===== config.mk =====
export PLATFORM = sky130hd
export DESIGN_NAME = ooo_issue_queue4
export DESIGN_NICKNAME = d
export VERILOG_FILES = /design/src/rtl/ooo_issue_queue4.sv
export SDC_FILE = /design/constraint.sdc
export NUM_CORES = 1
export LEC_CHECK = 0
export ABC_CLOCK_PERIOD_IN_PS = 2300
export BUFFER_PORTS_ARGS = -buffer_cell sky130_fd_sc_hd__buf_2
export CORE_MARGIN = 2
export CORE_UTILIZATION = 50
export CTS_CLUSTER_DIAMETER = 50
export DETAILED_ROUTE_END_ITERATION = 16
export GPL_TIMING_DRIVEN = 1
export PLACE_DENSITY = 0.71
export SLEW_MARGIN = 10
export SYNTH_ARGS = -nofsm -noshare
export SYNTH_HDL_FRONTEND = slang
export SYNTH_SLANG_ARGS = --single-unit

===== constraint.sdc =====
create_clock -name clk_i -period 2.3 [get_ports clk_i]
set_input_delay 0.23 -clock clk_i [delete_from_list [all_inputs] [get_ports clk_i]]
set_output_delay 0.23 -clock clk_i [all_outputs]
set_load 0.005 [all_outputs]

===== src/rtl/ooo_issue_queue4.sv =====
// Four-entry issue queue for one execution unit: holds dispatched ops until both
// source operands are ready, wakes them from the CDB, and issues the lowest-index ready entry.
module ooo_issue_queue4 #(
  parameter int tag_width_p  = 4,
  parameter int data_width_p = 32,
  parameter int op_width_p   = 8,
  parameter int rob_width_p  = 4
) (
  input  logic                    clk_i,
  input  logic                    reset_n_i,
  input  logic                    flush_i,
  input  logic                    disp_v_i,
  output logic                    disp_ready_o,
  input  logic [op_width_p-1:0]   disp_op_i,
  input  logic [rob_width_p-1:0]  disp_rob_i,
  input  logic                    disp_s1_rdy_i,
  input  logic [tag_width_p-1:0]  disp_s1_tag_i,
  input  logic [data_width_p-1:0] disp_s1_val_i,
  input  logic                    disp_s2_rdy_i,
  input  logic [tag_width_p-1:0]  disp_s2_tag_i,
  input  logic [data_width_p-1:0] disp_s2_val_i,
  input  logic                    cdb_v_i,
  input  logic [tag_width_p-1:0]  cdb_tag_i,
  input  logic [data_width_p-1:0] cdb_val_i,
  output logic                    issue_v_o,
  input  logic                    issue_yumi_i,
  output logic [op_width_p-1:0]   issue_op_o,
  output logic [rob_width_p-1:0]  issue_rob_o,
  output logic [data_width_p-1:0] issue_s1_o,
  output logic [data_width_p-1:0] issue_s2_o,
  output logic [2:0]              count_o
);

  // Lowest-index-wins one-hot priority encoder.
  function automatic logic [3:0] pe_one_hot_lo(input logic [3:0] req);
    logic [3:0] grant;
    grant = 4'b0000;
    if (req[0])      grant = 4'b0001;
    else if (req[1]) grant = 4'b0010;
    else if (req[2]) grant = 4'b0100;
    else if (req[3]) grant = 4'b1000;
    else             grant = 4'b0000;
    return grant;
  endfunction

  logic [3:0]              v_r, s1_rdy_r, s2_rdy_r;
  logic [op_width_p-1:0]   op_r     [4];
  logic [rob_width_p-1:0]  rob_r    [4];
  logic [tag_width_p-1:0]  s1_tag_r [4];
  logic [tag_width_p-1:0]  s2_tag_r [4];
  logic [data_width_p-1:0] s1_val_r [4];
  logic [data_width_p-1:0] s2_val_r [4];
  logic [2:0]              count_r;

  logic [3:0]              ready_vec_s, sel_s, sel_g_s, free_oh_s;
  logic                    disp_fire_s, yumi_fire_s;
  logic                    d_s1_rdy_s, d_s2_rdy_s;
  logic [data_width_p-1:0] d_s1_val_s, d_s2_val_s;

  // Select, free-slot search, handshakes and issue payload mux.
  always_comb begin
    ready_vec_s  = v_r & s1_rdy_r & s2_rdy_r;
    sel_s        = pe_one_hot_lo(ready_vec_s);
    free_oh_s    = pe_one_hot_lo(~v_r);
    issue_v_o    = (|ready_vec_s) & ~flush_i & reset_n_i;
    disp_ready_o = (|(~v_r)) & ~flush_i & reset_n_i;
    disp_fire_s  = disp_v_i & disp_ready_o;
    yumi_fire_s  = issue_yumi_i & issue_v_o;
    if (issue_v_o) sel_g_s = sel_s;
    else           sel_g_s = 4'b0000;
    issue_op_o  = '0;
    issue_rob_o = '0;
    issue_s1_o  = '0;
    issue_s2_o  = '0;
    for (int k = 0; k < 4; k++) begin
      issue_op_o  = issue_op_o  | (op_r[k]     & {op_width_p{sel_g_s[k]}});
      issue_rob_o = issue_rob_o | (rob_r[k]    & {rob_width_p{sel_g_s[k]}});
      issue_s1_o  = issue_s1_o  | (s1_val_r[k] & {data_width_p{sel_g_s[k]}});
      issue_s2_o  = issue_s2_o  | (s2_val_r[k] & {data_width_p{sel_g_s[k]}});
    end
    count_o = count_r;
  end

  // Dispatching sources may be satisfied by the same-cycle CDB broadcast.
  always_comb begin
    d_s1_rdy_s = disp_s1_rdy_i | (cdb_v_i & (disp_s1_tag_i == cdb_tag_i));
    d_s2_rdy_s = disp_s2_rdy_i | (cdb_v_i & (disp_s2_tag_i == cdb_tag_i));
    if (disp_s1_rdy_i) d_s1_val_s = disp_s1_val_i;
    else               d_s1_val_s = cdb_val_i;
    if (disp_s2_rdy_i) d_s2_val_s = disp_s2_val_i;
    else               d_s2_val_s = cdb_val_i;
  end

  // Entry state: issue clear, CDB wakeup, dispatch write and occupancy count.
  always_ff @(posedge clk_i or negedge reset_n_i) begin
    if (!reset_n_i) begin
      v_r      <= 4'b0000;
      s1_rdy_r <= 4'b0000;
      s2_rdy_r <= 4'b0000;
      count_r  <= 3'd0;
      for (int k = 0; k < 4; k++) begin
        op_r[k]     <= '0;
        rob_r[k]    <= '0;
        s1_tag_r[k] <= '0;
        s2_tag_r[k] <= '0;
        s1_val_r[k] <= '0;
        s2_val_r[k] <= '0;
      end
    end else if (flush_i) begin
      v_r     <= 4'b0000;
      count_r <= 3'd0;
    end else begin
      for (int k = 0; k < 4; k++) begin
        if (issue_yumi_i && sel_g_s[k]) v_r[k] <= 1'b0;
        if (cdb_v_i && v_r[k] && !s1_rdy_r[k] && (s1_tag_r[k] == cdb_tag_i)) begin
          s1_rdy_r[k] <= 1'b1;
          s1_val_r[k] <= cdb_val_i;
        end
        if (cdb_v_i && v_r[k] && !s2_rdy_r[k] && (s2_tag_r[k] == cdb_tag_i)) begin
          s2_rdy_r[k] <= 1'b1;
          s2_val_r[k] <= cdb_val_i;
        end
        // Free slots are never selected, so a dispatch write cannot collide with an issue clear.
        if (disp_fire_s && free_oh_s[k]) begin
          v_r[k]      <= 1'b1;
          op_r[k]     <= disp_op_i;
          rob_r[k]    <= disp_rob_i;
          s1_rdy_r[k] <= d_s1_rdy_s;
          s1_tag_r[k] <= disp_s1_tag_i;
          s1_val_r[k] <= d_s1_val_s;
          s2_rdy_r[k] <= d_s2_rdy_s;
          s2_tag_r[k] <= disp_s2_tag_i;
          s2_val_r[k] <= d_s2_val_s;
        end
      end
      count_r <= count_r + {2'b00, disp_fire_s} - {2'b00, yumi_fire_s};
    end
  end

endmodule

==> impl_metrics.csv <==
group,metric,value,unit
run_status,status,"complete, but fails checks",
run_status,violations,"hold timing, setup timing",
synth,ys_types,53,
synth,seq_area_frac_synth,0.478,
routing,drc,0,
clock_network,cts_tree,"yes",
synth,syn_area,18400,um2
setup_path,required,2.07,ns
finish,area_growth,31.0,%
timing,min_period,2.41,ns
die,ios,209,
routing,wire_per_inst,25.8,um
finish,mostFrequentLayoutCell,"dfrtp_1",
synth,ys_seq_elements,351,
global_routing,grt_overflow,0,
timing,fin_crit_sh,1.05,
setup_path,slowest_stage,"dfrtp_1",
global_routing,antenna_found_initial,5,
routing,drtPass1Iterations,6,
clock_network,cts.path.max_buffers,3,
setup_path,crit_arrival,2.18,ns
setup_path,max_stage_delay,0.42,ns
synth,synth_top_area_cell,"dfrtp_1",
setup_path,r2r-start,"v_r[0]$_DFFE_PN0P_",
global_routing,grt_pass1_vias,16679,
placement,gp_congestion,0.877,
synth,ys_top_cells_by_area,"dfrtp_1 (48%), mux2_2 (8.4%), a221oi_1 (7.2%)",
clock_network,worstSkewPairLatency,0.60,ns
setup_path,cp.depth,8,
routing,viasPerCell,6.30,
setup_path,critPathLaunchType,"flop",
setup_path,critPathTopFamily,"buffers and inverters",
die,rows,70,
timing,tightestPinTransition,0.966,ns
power,p_leak,11.1,nW
synth,yosysWarningCount,0,
die,dieWidth,196,um
timing,finalClockSkew,0.0367,ns
power,power.total,17.3,mW
setup_path,rrSetupSlack,-0.04,ns
setup_path,cp_max_fo,9,
finish,instances_no_fill,2576,
timing,hold_viol,10,
clock_network,ctsHtreeMaxLevel,2,
setup_path,path_cells,"nand3_2 -> nor3b_4 -> buf_12 -> buf_8 -> buf_16 -> a22oi_2 -> o21ai_1 -> buf_2",
flow_run,maxCapViolations,0,
synth,syn_nets,1878,
placement,dp_hpwl,36100,um
timing,setup_ws,-0.107,ns
synth,synth_flop_cell,"dfrtp_1",
power,irDropWorstVdd,0.676,mV
placement,numPortBuffers,208,
timing,fmaxAchievable,0.415,GHz
setup_path,r2r-end,"s1_val_r[97]$_DFFE_PN0P_",
die,die_y,196,um
finish,layout_common_cells,"dfrtp_1 (350), nor2_1 (233), buf_2 (202)",
synth,avgSynthCellArea,10.5,um2
synth,synth_cells,1747,
die,dieArea,38300,um2
timing,rsz0062_at_grt,"true",
clock_network,cts.sinks,351,
finish,utilization,0.662,
setup_path,timing.critical_path.buf_inv,4,
finish,drive_gt1_frac,0.360,
setup_path,end_kind,"primary output",
routing,drtIter0Drc,1790,
hold_path,hold_class,"primary input to asynchronous set/reset pin",
synth,yosysTopAreaCellShare,0.478,
setup_path,worstSetupPathType,"flop to primary output",
synth,synth_edf_count,0,
finish,final_net_count,2203,
global_routing,grt_pass1_wl,98300,um
routing,ant_nets,0,
power,power.density,720,nW/um2
synth,ys_async_sr_fraction,1.00,
placement,post-place-cells,2373,
clock_network,cts_root_buf,"clkbuf_16",
clock_network,numCtsBuffers,44,
timing,slew_headroom,0.354,
die,start_util,0.505,
routing,routed_wl,66400,um
global_routing,grtUsageTotal,0.335,
timing,tns,-3.00,ns
timing,report.final.slew_viol_count,0,
timing,setup_violations,79,
routing,num_vias,16233,
timing,hold_slack,-0.00856,ns
global_routing,grt_max_degree,168,
clock_network,clk_pin_slew_worst_paths,0.05,ns
setup_path,rr_worst_depth,8,
die,coreArea,36300,um2
## synthesized netlist by cell type (all sizes together) (6+ instances only)
cell,number
nand2,158
nor3,6
nor2,236
xnor2,13
o21ai,76
a22oi,154
nand3,9
nor4,6
a221oi,160
inv,134
a21oi,6
dfrtp,351
clkbuf,65
buf,70
xor2,29
mux2,224
## tightest hold or removal path: cells and delay by family
family                 cells  cell delay [ns]
buffers and inverters      3             0.87
## where the power goes
part	total, mW	leakage (nW)	internal (mW)	switching, mW
clock network	7.14	0.726	4.31	2.83
registers	7.72	4.23	7.07	0.648
logic	2.46	6.17	1.36	1.11
## worst max path at each step
stage,from,to,slack (ns)
after CTS,s1_rdy_r[0]$_DFFE_PN0P_,issue_s1_o[0],-0.06
after floorplan,v_r[2]$_DFFE_PN0P_,count_o[1]$_DFF_PN0_,0.002
after global routing,s2_rdy_r[0]$_DFFE_PN0P_,issue_s1_o[9],-0.14
final,s2_rdy_r[0]$_DFFE_PN0P_,issue_s1_o[9],-0.11
after detailed placement,s1_rdy_r[2]$_DFFE_PN0P_,count_o[1]$_DFF_PN0_,0.05
after global placement,s1_rdy_r[2]$_DFFE_PN0P_,count_o[1]$_DFF_PN0_,0.07
## cells by family after synthesis
kind of cell             after synthesis  synth area share
XOR/XNOR                              42            0.0200
flip-flops                           351             0.478
adder cells (fa/ha/maj)                3           0.00245
AO/OA/AOI/OAI                        418             0.177
AND/OR/NAND/NOR                      440             0.101
multiplexers                         224             0.152
buffers and inverters                269            0.0691
## metal layers
metal	GRT usage	vias up	wire, um
li1	-	6923	-
met2	0.535	979	31300
met5	0	-	27
met3	0.0679	190	6520
met1	0.440	8137	26000
met4	0.158	4	2510
## stage by stage
step           hold slack (ns)  area, um2  setup slack, ns
6_report              -0.00856      24000           -0.107
5_1_grt                 0.0518      24000           -0.143
4_1_cts                 0.0103      23400          -0.0633
3_5_place_dp            0.0399      20300           0.0508
3_3_place_gp            0.0389      20300           0.0703
2_1_floorplan          -0.0656      18400          0.00214
## state kept, by name, indices dropped and copies added, names as in the netlist
signal and cells:
count_o 3, op_r 32, rob_r 16, s1_rdy_r 4
s1_tag_r 16, s1_val_r 128, s2_rdy_r 4, s2_tag_r 16
s2_val_r 128, v_r 4
## layout make-up
class,count,area (um2)
Clock inverter,15,229
Timing Repair Buffer,414,3620
Sequential cell,351,8780
Antenna cell,5,12.5
Multi-Input combinational cell,1127,9040
Fill cell,2676,12300
Inverter,134,503
Tap cell,468,586
Clock buffer,62,1270
## repair_timing
action / 4_1_cts / 5_1_grt
setup buffers: 23 / 1
hold buffers: 88 / 0
gates resized for setup: 113 / 138
pin swaps: 10 / 49
hold endpoints to repair: 344 / 0
endpoints found under the setup margin: 76 / 202
gates cloned: 10 / 9
No activity file was read; power rests on OpenSTA's default activity.
